$ cat config.mk
export PLATFORM = sky130hd
export DESIGN_NAME = rl_queue_reader
export DESIGN_NICKNAME = d
export VERILOG_FILES = /design/src/rtl/rl_queue_reader.sv
export SDC_FILE = /design/constraint.sdc
export NUM_CORES = 1
export LEC_CHECK = 0
export ABC_AREA = 1
export BUFFER_PORTS_ARGS = -buffer_cell sky130_fd_sc_hd__buf_4
export CAP_MARGIN = 20
export CORE_MARGIN = 1.5
export CORE_UTILIZATION = 50
export CTS_BUF_LIST = sky130_fd_sc_hd__clkbuf_4
export CTS_CLUSTER_SIZE = 16
export DETAILED_ROUTE_END_ITERATION = 10
export PLACE_DENSITY = 0.87
export SLEW_MARGIN = 0
export SYNTH_ARGS = -nofsm -noshare
export SYNTH_HDL_FRONTEND = slang
export SYNTH_SLANG_ARGS = --single-unit
$ cat constraint.sdc
create_clock -name clk_i -period 1.75 [get_ports clk_i]
set_clock_uncertainty 0.2 [all_clocks]
set_input_delay 0.0875 -clock clk_i [delete_from_list [all_inputs] [get_ports clk_i]]
set_output_delay 0.0875 -clock clk_i [all_outputs]
set_load 0.01 [all_outputs]
$ cat src/rtl/rl_queue_reader.sv
// Drains words from a fall-through queue and streams each one out as DBITS/OBITS narrow chunks.
// Define RL_QUEUE_READER_MSB_FIRST_EN to emit the most-significant chunk first (default: LSB first).
module rl_queue_reader #(
    parameter int DBITS = 32,
    parameter int OBITS = 8
) (
    input  logic             clk_i,
    input  logic             rst_ni,
    input  logic             clr_i,
    input  logic             ena_i,
    input  logic             q_empty_i,
    input  logic [DBITS-1:0] q_d_i,
    output logic             q_re_o,
    output logic             valid_o,
    input  logic             ready_i,
    output logic [OBITS-1:0] q_o,
    output logic             last_o
);

    localparam int R     = DBITS / OBITS;
    localparam int CBITS = $clog2(R);
    localparam logic [CBITS-1:0] LAST_CNT = CBITS'(R - 1);

    if ((DBITS % OBITS) != 0 || R < 2) begin : g_bad_params
        $error("rl_queue_reader: DBITS must be a multiple of OBITS with DBITS/OBITS >= 2");
    end

    typedef enum logic {
        IDLE,
        BUSY
    } state_t;

    state_t             state_q, state_d;
    logic [DBITS-1:0]   hold_q, hold_d;
    logic [CBITS-1:0]   cnt_q, cnt_d;
    logic               busy;
    logic               xfer;

    assign busy    = (state_q == BUSY);
    assign xfer    = ena_i & busy & ready_i;
    assign valid_o = busy;
    assign last_o  = busy & (cnt_q == LAST_CNT);

    // A new word is taken when idle, or in the same cycle the final chunk leaves, so words run back to back.
    assign q_re_o = rst_ni & ena_i & ~clr_i & ~q_empty_i & (~busy | (xfer & last_o));

`ifdef RL_QUEUE_READER_MSB_FIRST_EN
    assign q_o = hold_q[DBITS-1 -: OBITS];
`else
    assign q_o = hold_q[OBITS-1:0];
`endif

    always_ff @(posedge clk_i or negedge rst_ni) begin
        if (!rst_ni) begin
            state_q <= IDLE;
            hold_q  <= '0;
            cnt_q   <= '0;
        end else begin
            state_q <= state_d;
            hold_q  <= hold_d;
            cnt_q   <= cnt_d;
        end
    end

    always_comb begin
        state_d = state_q;
        hold_d  = hold_q;
        cnt_d   = cnt_q;
        if (clr_i) begin
            state_d = IDLE;
            hold_d  = '0;
            cnt_d   = '0;
        end else if (ena_i) begin
            case (state_q)
                IDLE: begin
                    if (q_re_o) begin
                        state_d = BUSY;
                        hold_d  = q_d_i;
                        cnt_d   = '0;
                    end
                end
                BUSY: begin
                    if (xfer) begin
                        if (cnt_q != LAST_CNT) begin
`ifdef RL_QUEUE_READER_MSB_FIRST_EN
                            hold_d = hold_q << OBITS;
`else
                            hold_d = hold_q >> OBITS;
`endif
                            cnt_d  = cnt_q + CBITS'(1);
                        end else if (q_re_o) begin
                            hold_d = q_d_i;
                            cnt_d  = '0;
                        end else begin
                            state_d = IDLE;
                        end
                    end
                end
                default: state_d = IDLE;
            endcase
        end
    end

endmodule

== Word-level counts from Yosys, hierarchy flattened ==
Index checks and enable logic that the tools add are counted.

* Register bits: 35
* Bits in latches: 0
* Memory bits (writable): 0
* Memory bits (read-only): 0
* Word-level logic and storage cells: 39
* Memories: 0

* Add/subtract/negate cells: 1
* $mul: 0
* Div/mod/pow operators: 0
* Order comparisons: 0
* Eq/ne operators: 3
* Shift operators: 0
* Muxes and demuxes: 18
* Bitwise gates (word level): 12
* Reductions and logical operators: 2

{| class="wikitable"
|+ Operators by type and width
! cell !! count
|-
| $mux W32 || 5
|-
| $pmux W32 S2 || 1
|-
| $mux W2 || 5
|-
| $and A1 B1 Y1 || 8
|-
| $mux W1 || 5
|-
| $pmux W2 S2 || 1
|-
| $ne A3 B2 Y1 const B || 1
|-
| $not A1 Y1 || 3
|-
| $add A2 B1 Y2 const B || 1
|-
| $eq A2 B2 Y1 const B || 1
|-
| $ne A2 B2 Y1 const B || 1
|-
| $pmux W1 S2 || 1
|-
| $reduce_and A2 Y1 || 1
|-
| $reduce_bool A2 Y1 || 1
|-
| $or A1 B1 Y1 || 1
|}

== Depth between registers and ports, before layout ==
Gate-level depths: netlist of the first run.

* Depth after elaboration: 11
* Depth in mapped cells: 9

== Least setup slack after synthesis of the first run ==
OpenSTA, ideal clock, no wires.

* Kind: reg2reg
* Start point: register cnt_q[0]
* End point: register hold_q[28]
* Library setup time: 141 ps
* Arrival: 1219 ps
* Data required time: 1409 ps
* Path slack: 189 ps
* Stages on the path, launching flop included: 6
* Cell sequence: dfrtp_1 > ha_1 > inv_1 > nand2_1 > o21ai_1 > nor3_1

* Cells in the longest elaborated chain, start to end: 11
* Elaborated cells on any way between the ends: 12
* Classes of those cells: eq/ne (2); mux (6); bitwise (4)

{| class="wikitable"
|+ Ends and longest elaborated chain
! item !! line !! source
|-
| from (decl) || 35 || <nowiki>logic [CBITS-1:0] cnt_q, cnt_d;</nowiki>
|-
| from (signal assigned) || 61 || <nowiki>cnt_q <= cnt_d;</nowiki>
|-
| $eq A2 B2 Y1 || 42 || <nowiki>assign last_o = busy & (cnt_q == LAST_CNT);</nowiki>
|-
| $and A1 B1 Y1 || 42 ||
|-
| $and A1 B1 Y1 || 45 || <nowiki>assign q_re_o = rst_ni & ena_i & ~clr_i & ~q_empty_i & (~busy | (xfer & last_o));</nowiki>
|-
| $or A1 B1 Y1 || 45 ||
|-
| $and A1 B1 Y1 || 45 ||
|-
| $mux W32 || n/a ||
|-
| $mux W32 || 84 || <nowiki>if (cnt_q != LAST_CNT) begin</nowiki>
|-
| $mux W32 || 83 || <nowiki>if (xfer) begin</nowiki>
|-
| $pmux W32 S2 (*) || 74 || <nowiki>case (state_q)</nowiki>
|-
| $mux W32 (*) || 73 || <nowiki>end else if (ena_i) begin</nowiki>
|-
| $mux W32 (*) || 69 || <nowiki>if (clr_i) begin</nowiki>
|-
| to (signal assigned) || 60 || <nowiki>hold_q <= hold_d;</nowiki>
|-
| to (decl) || 34 || <nowiki>logic [DBITS-1:0] hold_q, hold_d;</nowiki>
|}

Mark *: on every way between the ends. The rest lies on a longest branch, timed or not. The select of a mux whose other input is x is not followed.
A chain may end at the register's enable or synchronous reset.

== Worst setup path after layout of the first run ==
* Start point: register cnt_q[0]
* End point: output q_re_o

* Cells in the longest elaborated chain, start to end: 5

{| class="wikitable"
|+ Ends and longest elaborated chain
! item !! line !! source
|-
| $eq A2 B2 Y1 || 42 ||
|-
| $and A1 B1 Y1 || 42 ||
|-
| $and A1 B1 Y1 || 45 ||
|-
| $or A1 B1 Y1 || 45 ||
|-
| $and A1 B1 Y1 || 45 ||
|-
| to (decl) || 13 || <nowiki>output logic q_re_o,</nowiki>
|}

Every way passes these cells.

==> results of run 1 <==
-- metrics by stage --
step	cell area, sq um	std cells	setup slack (ns)	setup TNS, ns	utilization, %
after detailed placement	2480	397	0.0115	0	61.9
after global routing	3020	448	-0.0693	-0.233	75.5
after floorplan	2080	310	0.189	0	-
after CTS	2970	446	0.00302	0	74.3
after global placement	2480	397	0.0787	0	61.9
final	3020	448	0.0273	0	75.5
-- area by class of cell --
class,instances,area (sq um)
Sequential cell,35,876
Fill cell,271,980
Multi-Input combinational cell,234,1020
Timing Repair Buffer,104,935
Clock inverter,2,8.76
Tap cell,50,62.6
Inverter,17,75.1
Timing Repair inverter,1,7.51
Clock buffer,5,37.5
-- timing repair --
item	CTS	global route
cloned	1	1
hold buffers	36	0
buffers inserted	5	1
endpoints found under the setup margin	2	33
pin swaps	4	6
endpoints found under the hold margin	69	0
resized for setup	4	13
-- sequential cells by signal, indices dropped and copies added, names as in the netlist --
signal and flops:
hold_q 32, cnt_q 2, valid_o 1
-- worst max-delay path: stages (launching register included) --
cell	delay [ns]
dfrtp_1	0.43
ha_4	0.18
nand3_2	0.06
nand2_2	0.07
nand2_4	0.09
buf_12	0.11
inv_8	0.03
buf_6	0.10
-- per-layer routing --
metal,global-route usage (%),vias to the layer above,share of wire [%],wire [um]
met5,0,-,0,0
met4,11.5,0,2.9,180
met3,5.67,22,7.1,443
met2,52.3,116,52,3220
met1,35.2,1046,38,2390
li1,-,1150,-,-
-- power by group --
part | switching [W] | internal [W] | leakage [nW]
clock | 0.000292 | 0.000142 | 0.0285
sequential | 0.0000277 | 0.000846 | 0.481
combinational | 0.000215 | 0.000214 | 1.18
total | 0.000535 | 0.00120 | 1.68
-- worst paths after layout --
path                       startpoint    endpoint  slack (ns)
max                          cnt_q[0]      q_re_o        0.03
min                            rst_ni   hold_q[7]        0.13
max reg2reg                  cnt_q[0]   hold_q[5]        0.06
min reg2reg                 hold_q[4]   hold_q[4]        0.32
max in group asynchronous      rst_ni  hold_q[28]        0.89
min in group clk_i            ready_i  hold_q[31]        0.18
-- synth_stat cells --
library cell  instances  share of area [%]
buf_6                 2                1.1
nand2_2               3               0.90
nand3_1              49                 12
o22ai_1               1               0.30
o21ai_1               1               0.24
clkinv_1              1               0.18
dfrtp_1              35                 42
nor3_1                2               0.48
a21oi_1               9                2.2
clkinv_2              1               0.24
clkbuf_1              4               0.72
nor2_1               44                7.9
nor2_4                1               0.54
nand2_1             115                 21
inv_2                 1               0.18
buf_2                 9                2.2
buf_4                 9                3.2
ha_1                  1               0.60
o21ai_0               8                1.9
inv_1                14                2.5
-- cells in the final DEF, fill, tap and decap left out, types with 6 or more instances in the layout --
| master | n |
|---|---|
| nand2_1 | 115 |
| buf_4 | 60 |
| nand3_1 | 47 |
| nor2_1 | 44 |
| dlygate4sd3_1 | 36 |
| dfrtp_1 | 35 |
| inv_1 | 13 |
| a21oi_1 | 9 |
| o21ai_0 | 6 |
-- cell families (layout without fill, tap and decap cells) --
logic type	after synthesis	count (layout)	synth area share [%]
adders and majority gates	1	1	0.601
and+or+nand+nor	214	214	42.4
buffers and inverters	41	129	10.3
DFF	35	35	42.1
AOI/OAI and AO/OA	19	19	4.63
==> impl_metrics.env, run 1 <==
export IMPL_hp_class="in -> async"
export IMPL_coreArea_sq_um=4000
export IMPL_htree_levels=2
export IMPL_diodes=0
export IMPL_grt_pass1_vias=2242
export IMPL_hold_ws_ns=0.126
export IMPL_cts_root_buf="clkbuf_4"
export IMPL_synth_ff_latch_count=35
export IMPL_rows=23
export IMPL_finalHoldViolations=0
export IMPL_fin_nets=437
export IMPL_drt_iter0_markers=159
export IMPL_ant_nets=0
export IMPL_synth_distinct_cells=20
export IMPL_cp_max_fo=4
export IMPL_status="finished, final reports clean"
export IMPL_ir_worst_vdd_mv=0.456
export IMPL_cp_data_required_time_ns=1.46
export IMPL_cts_tree="built"
export IMPL_path_clk_slew_ns=0.12
export IMPL_drv_cap=0
export IMPL_crit_path_end_kind="output pin"
export IMPL_cts_sinks=35
export IMPL_syn_nets=349
export IMPL_ys_seq_area_share_pct=42.1
export IMPL_wl_um=6230
export IMPL_crit_type="reg -> out"
export IMPL_drt_first_pass_iters=4
export IMPL_dr_total_vias=2334
export IMPL_ioPinCount=49
export IMPL_syn_to_final_growth_pct=45.1
export IMPL_p_per_area_nw_per_um2=575
export IMPL_yosys_warnings=0
export IMPL_die_width_um=67.5
export IMPL_fp_dieH_um=67.5
export IMPL_grt_ovfl_total=0
export IMPL_grt_pass1_wl_um=10000
export IMPL_final_max_slew_viol_count=0
export IMPL_min_period_ns=1.72
export IMPL_drc=0
export IMPL_routabilityCongestion=0.873
export IMPL_rsz0062_at_grt="true"
export IMPL_worstPathArrival_ns=1.44
export IMPL_syn_cell_area_sq_um=2080
export IMPL_finalCritPeriodShare_pct=98.4
export IMPL_dieArea_sq_um=4560
export IMPL_ff2ff_path_depth=10
export IMPL_power_w=0.00174
export IMPL_numPortBuffers=48
export IMPL_antenna_found_initial=0
export IMPL_slew_headroom_pct=69.6
export IMPL_cts_buffers=5
export IMPL_synth_area_per_cell_sq_um=6.72
export IMPL_clk_latency_ns=0.36
export IMPL_synthCells=310
export IMPL_grt_use_total_pct=29.6
export IMPL_routedWlPerCell_um=13.9
export IMPL_drive_gt1_share_pct=21.4
export IMPL_grt_max_degree=36
export IMPL_p_leak_nw=1.68
export IMPL_clock_path_buffers=2
export IMPL_tightest_slew_ns=0.456
export IMPL_setup_viol=0
export IMPL_routed_via_density=5.21
export IMPL_critPathLaunchType="register"
export IMPL_dpl_hpwl_um=3570
export IMPL_max_freq_ghz=0.580
export IMPL_start_util_pct=52.0
Power figures use the tool's default switching activity.
==> inputs of run 2 (changes only) <==
--- a/config.mk
+++ b/config.mk
@@ -5,7 +5,6 @@
 export SDC_FILE = /design/constraint.sdc
 export NUM_CORES = 1
 export LEC_CHECK = 0
-export ABC_AREA = 1
 export BUFFER_PORTS_ARGS = -buffer_cell sky130_fd_sc_hd__buf_4
 export CAP_MARGIN = 20
 export CORE_MARGIN = 1.5
@@ -13,7 +12,7 @@
 export CTS_BUF_LIST = sky130_fd_sc_hd__clkbuf_4
 export CTS_CLUSTER_SIZE = 16
 export DETAILED_ROUTE_END_ITERATION = 10
-export PLACE_DENSITY = 0.87
+export PLACE_DENSITY = 0.88
 export SLEW_MARGIN = 0
 export SYNTH_ARGS = -nofsm -noshare
 export SYNTH_HDL_FRONTEND = slang
==> run 2 against run 1 <==
Compared with the run above:
- the flow now finishes with violations (negative setup slack)
- highest routed layer unchanged
- maximum frequency is 6.8% lower
- utilization rose by 7.2 points
- critical path depth shrank 1
- hold slack worse by 0.016 ns
- combinational power decreased by 14%
- largest cell class is now buffers
==> impl_metrics.env, run 2 <==
export IMPL_status="finished, violations left"
export IMPL_violations="negative setup slack"
export IMPL_drive_gt1_share_pct=36.8
export IMPL_final_cell_mix="buf_4 (64), dlygate4sd3_1 (39), nand2_1 (35), dfrtp_1 (34), nand3_1 (23)"
export IMPL_drt_iter0_markers=340
export IMPL_routedWlPerCell_um=20.8
export IMPL_final_max_slew_viol_count=0
export IMPL_p_leak_nw=1.37
export IMPL_antenna_found_initial=0
export IMPL_ir_worst_vdd_mv=0.490
export IMPL_start_util_pct=52.3
export IMPL_cp_max_fo=25
export IMPL_synthTopCellsByCount="nand2_1 (43), dfrtp_1 (35), nand3_1 (25)"
export IMPL_synth_area_leaders="dfrtp_1 (45%), a32oi_1 (10%), o2111ai_1 (10%), nand2_1 (8.4%), nand3_1 (6.5%)"
export IMPL_drc=0
export IMPL_synth_area_per_cell_sq_um=9.24
export IMPL_cts_root_buf="clkbuf_4"
export IMPL_synth_top_area_share_pct=45.4
export IMPL_syn_to_final_growth_pct=57.9
export IMPL_synth_top_family_by_area="compound AO/OA/AOI/OAI gates"
export IMPL_grt_pass1_wl_um=9850
export IMPL_rows=22
export IMPL_clk_latency_ns=0.35
export IMPL_regMostFlops="hold_q"
export IMPL_cts_sinks=35
export IMPL_post_route_cell_area_sq_um=3050
export IMPL_critPathLaunchType="register"
export IMPL_max_freq_ghz=0.541
export IMPL_crit_path_end_kind="register"
export IMPL_finalCritPeriodShare_pct=106
export IMPL_grt_pass1_vias=2064
export IMPL_grt_ovfl_total=0
export IMPL_ant_nets=0
export IMPL_dieArea_sq_um=4240
export IMPL_grt_use_met1_pct=39.5
export IMPL_synthCells=209
export IMPL_ioPinCount=49
export IMPL_dpl_hpwl_um=3140
export IMPL_rsz0062_at_grt="true"
export IMPL_fin_nets=340
export IMPL_synthArstFlopShare_pct=100
export IMPL_tightest_slew_ns=0.461
export IMPL_layout_setup_ws_ns=-0.0985
export IMPL_min_period_ns=1.85
export IMPL_synth_compound_area_share_pct=26.1
export IMPL_path_clk_slew_ns=0.12
export IMPL_yosys_warnings=0
export IMPL_grt_use_total_pct=30.2
export IMPL_synth_edf_count=0
export IMPL_cp_data_required_time_ns=1.76
export IMPL_syn_nets=248
export IMPL_routabilityCongestion=0.774
export IMPL_final_common_cell="buf_4"
export IMPL_fillCellCount=187
export IMPL_use_met2_pct=49.9
export IMPL_crit_type="reg -> reg"
export IMPL_routed_via_density=6.76
export IMPL_p_per_area_nw_per_um2=556
export IMPL_synth_distinct_cells=27
export IMPL_worstPathArrival_ns=1.86
export IMPL_htree_levels=2
export IMPL_finalHoldViolations=0
export IMPL_yosysMostFrequentCell="nand2_1"
export IMPL_die_width_um=65.1
export IMPL_synth_simple_gate_area_share_pct=19.2
export IMPL_slew_headroom_pct=69.3
export IMPL_synthMuxAreaShare_pct=0
export IMPL_hold_ws_ns=0.110
export IMPL_dpl_cell_area_sq_um=2310
export IMPL_diodes=0
export IMPL_numPortBuffers=48
export IMPL_coreArea_sq_um=3690
export IMPL_synthFlopType="dfrtp_1"
export IMPL_dr_total_vias=2367
export IMPL_drt_first_pass_iters=5
export IMPL_setup_viol=18
export IMPL_cts_buffers=5
export IMPL_syn_cell_area_sq_um=1930
export IMPL_clock_path_buffers=2
export IMPL_cts_tree="built"
export IMPL_grt_max_degree=47
export IMPL_largest_reg_flops=32
export IMPL_synth_ff_latch_count=35
export IMPL_grt_busiest_layer="met2"
export IMPL_drv_cap=0
export IMPL_met3_usage_pct=5.31
export IMPL_yosys_area_top_type="dfrtp_1"
export IMPL_synth_xor_area_share_pct=0
export IMPL_synth_adder_area_share_pct=0.648
export IMPL_wl_um=7290
export IMPL_hp_class="in -> async"
export IMPL_fp_dieH_um=65.1
export IMPL_ys_seq_area_share_pct=45.4
-- run 2: cell types whose count changed after synthesis, moves of 2 or more --
cell / before / now
nand2b_1: 0 / 2
buf_2: 9 / 14
nand2_2: 3 / 0
nor2_1: 44 / 2
a21oi_1: 9 / 12
inv_1: 14 / 0
nand2_1: 115 / 43
nand3_1: 49 / 25
a32oi_1: 0 / 23
o2111ai_1: 0 / 23
o21ai_0: 8 / 0
-- run 2: logic make-up (layout without fill, tap and decap cells) --
family,count (synthesis),after routing
buffers and inverters,29,122
AND/OR/NAND/NOR,81,81
adder cells (fa/ha/maj),1,1
AO/OA/AOI/OAI,63,63
flip-flops,35,35
-- run 2: per-stage QoR --
stage / cells / setup slack [ns] / TNS (ns) / utilization, % / power (W)
floorplan: 209 / 0.0327 / 0 / - / 0.000992
global placement: 290 / 0.0492 / 0 / 62.7 / 0.00112
detailed placement: 290 / -0.0241 / -0.0712 / 62.7 / 0.00112
CTS: 344 / 0.00402 / 0 / 76.9 / 0.00162
global route: 350 / -0.112 / -1.30 / 82.7 / 0.00175
finish: 350 / -0.0985 / -0.641 / 82.7 / 0.00169
-- run 2: final cells by class --
cell class / instances / area [sq um] / share of cell area [%]
timing repair buffer: 113 / 1030 / 33.9
multi-input combinational: 145 / 1020 / 33.5
clock buffer: 6 / 45.0 / 1.48
clock inverter: 2 / 7.51 / 0.246
inverter: 1 / 3.75 / 0.123
tap: 48 / 60.1 / 1.97
sequential: 35 / 877 / 28.8
-- run 2: path summary, 6_finish.rpt --
kind | start | endpoint | slack, ns | cells after the start
min | rst_ni | cnt_q[0] | 0.11 | 3
min in group clk_i | clr_i | hold_q[11] | 0.16 | 5
max reg2reg | cnt_q[0] | hold_q[19] | -0.1 | 6
max in group asynchronous | rst_ni | valid_o | 0.87 | 3
min reg2reg | hold_q[31] | hold_q[31] | 0.35 | 2
max | cnt_q[0] | hold_q[19] | -0.1 | 6
-- run 2: worst max-delay path, stage by stage (launching register included) --
cell and delay (ns):
dfrtp_1 0.42, ha_2 0.21, buf_4 0.15, nand2b_4 0.15
buf_12 0.17, o2111ai_1 0.27, nand3_1 0.14
-- run 2: metal layers --
metal	vias up	part of all wire [%]
met1	1094	35
met3	59	10
met2	225	48
met5	-	0
li1	989	-
met4	0	6.4
-- run 2: timing repair --
item / 4_1_cts / 5_1_grt
hold buffers: 39 / 0
endpoints found under the hold margin: 70 / 0
cloned: 1 / 0
resized for setup: 1 / 39
pin swaps: 2 / 3
setup buffers: 6 / 6
endpoints found under the setup margin: 20 / 36
-- run 2: report_power, final --
group	switching, W	internal (W)	leakage (nW)	total, W
clock network	0.000281	0.000165	0.0307	0.000446
logic	0.000176	0.000195	0.862	0.000370
registers	0.0000403	0.000838	0.480	0.000879
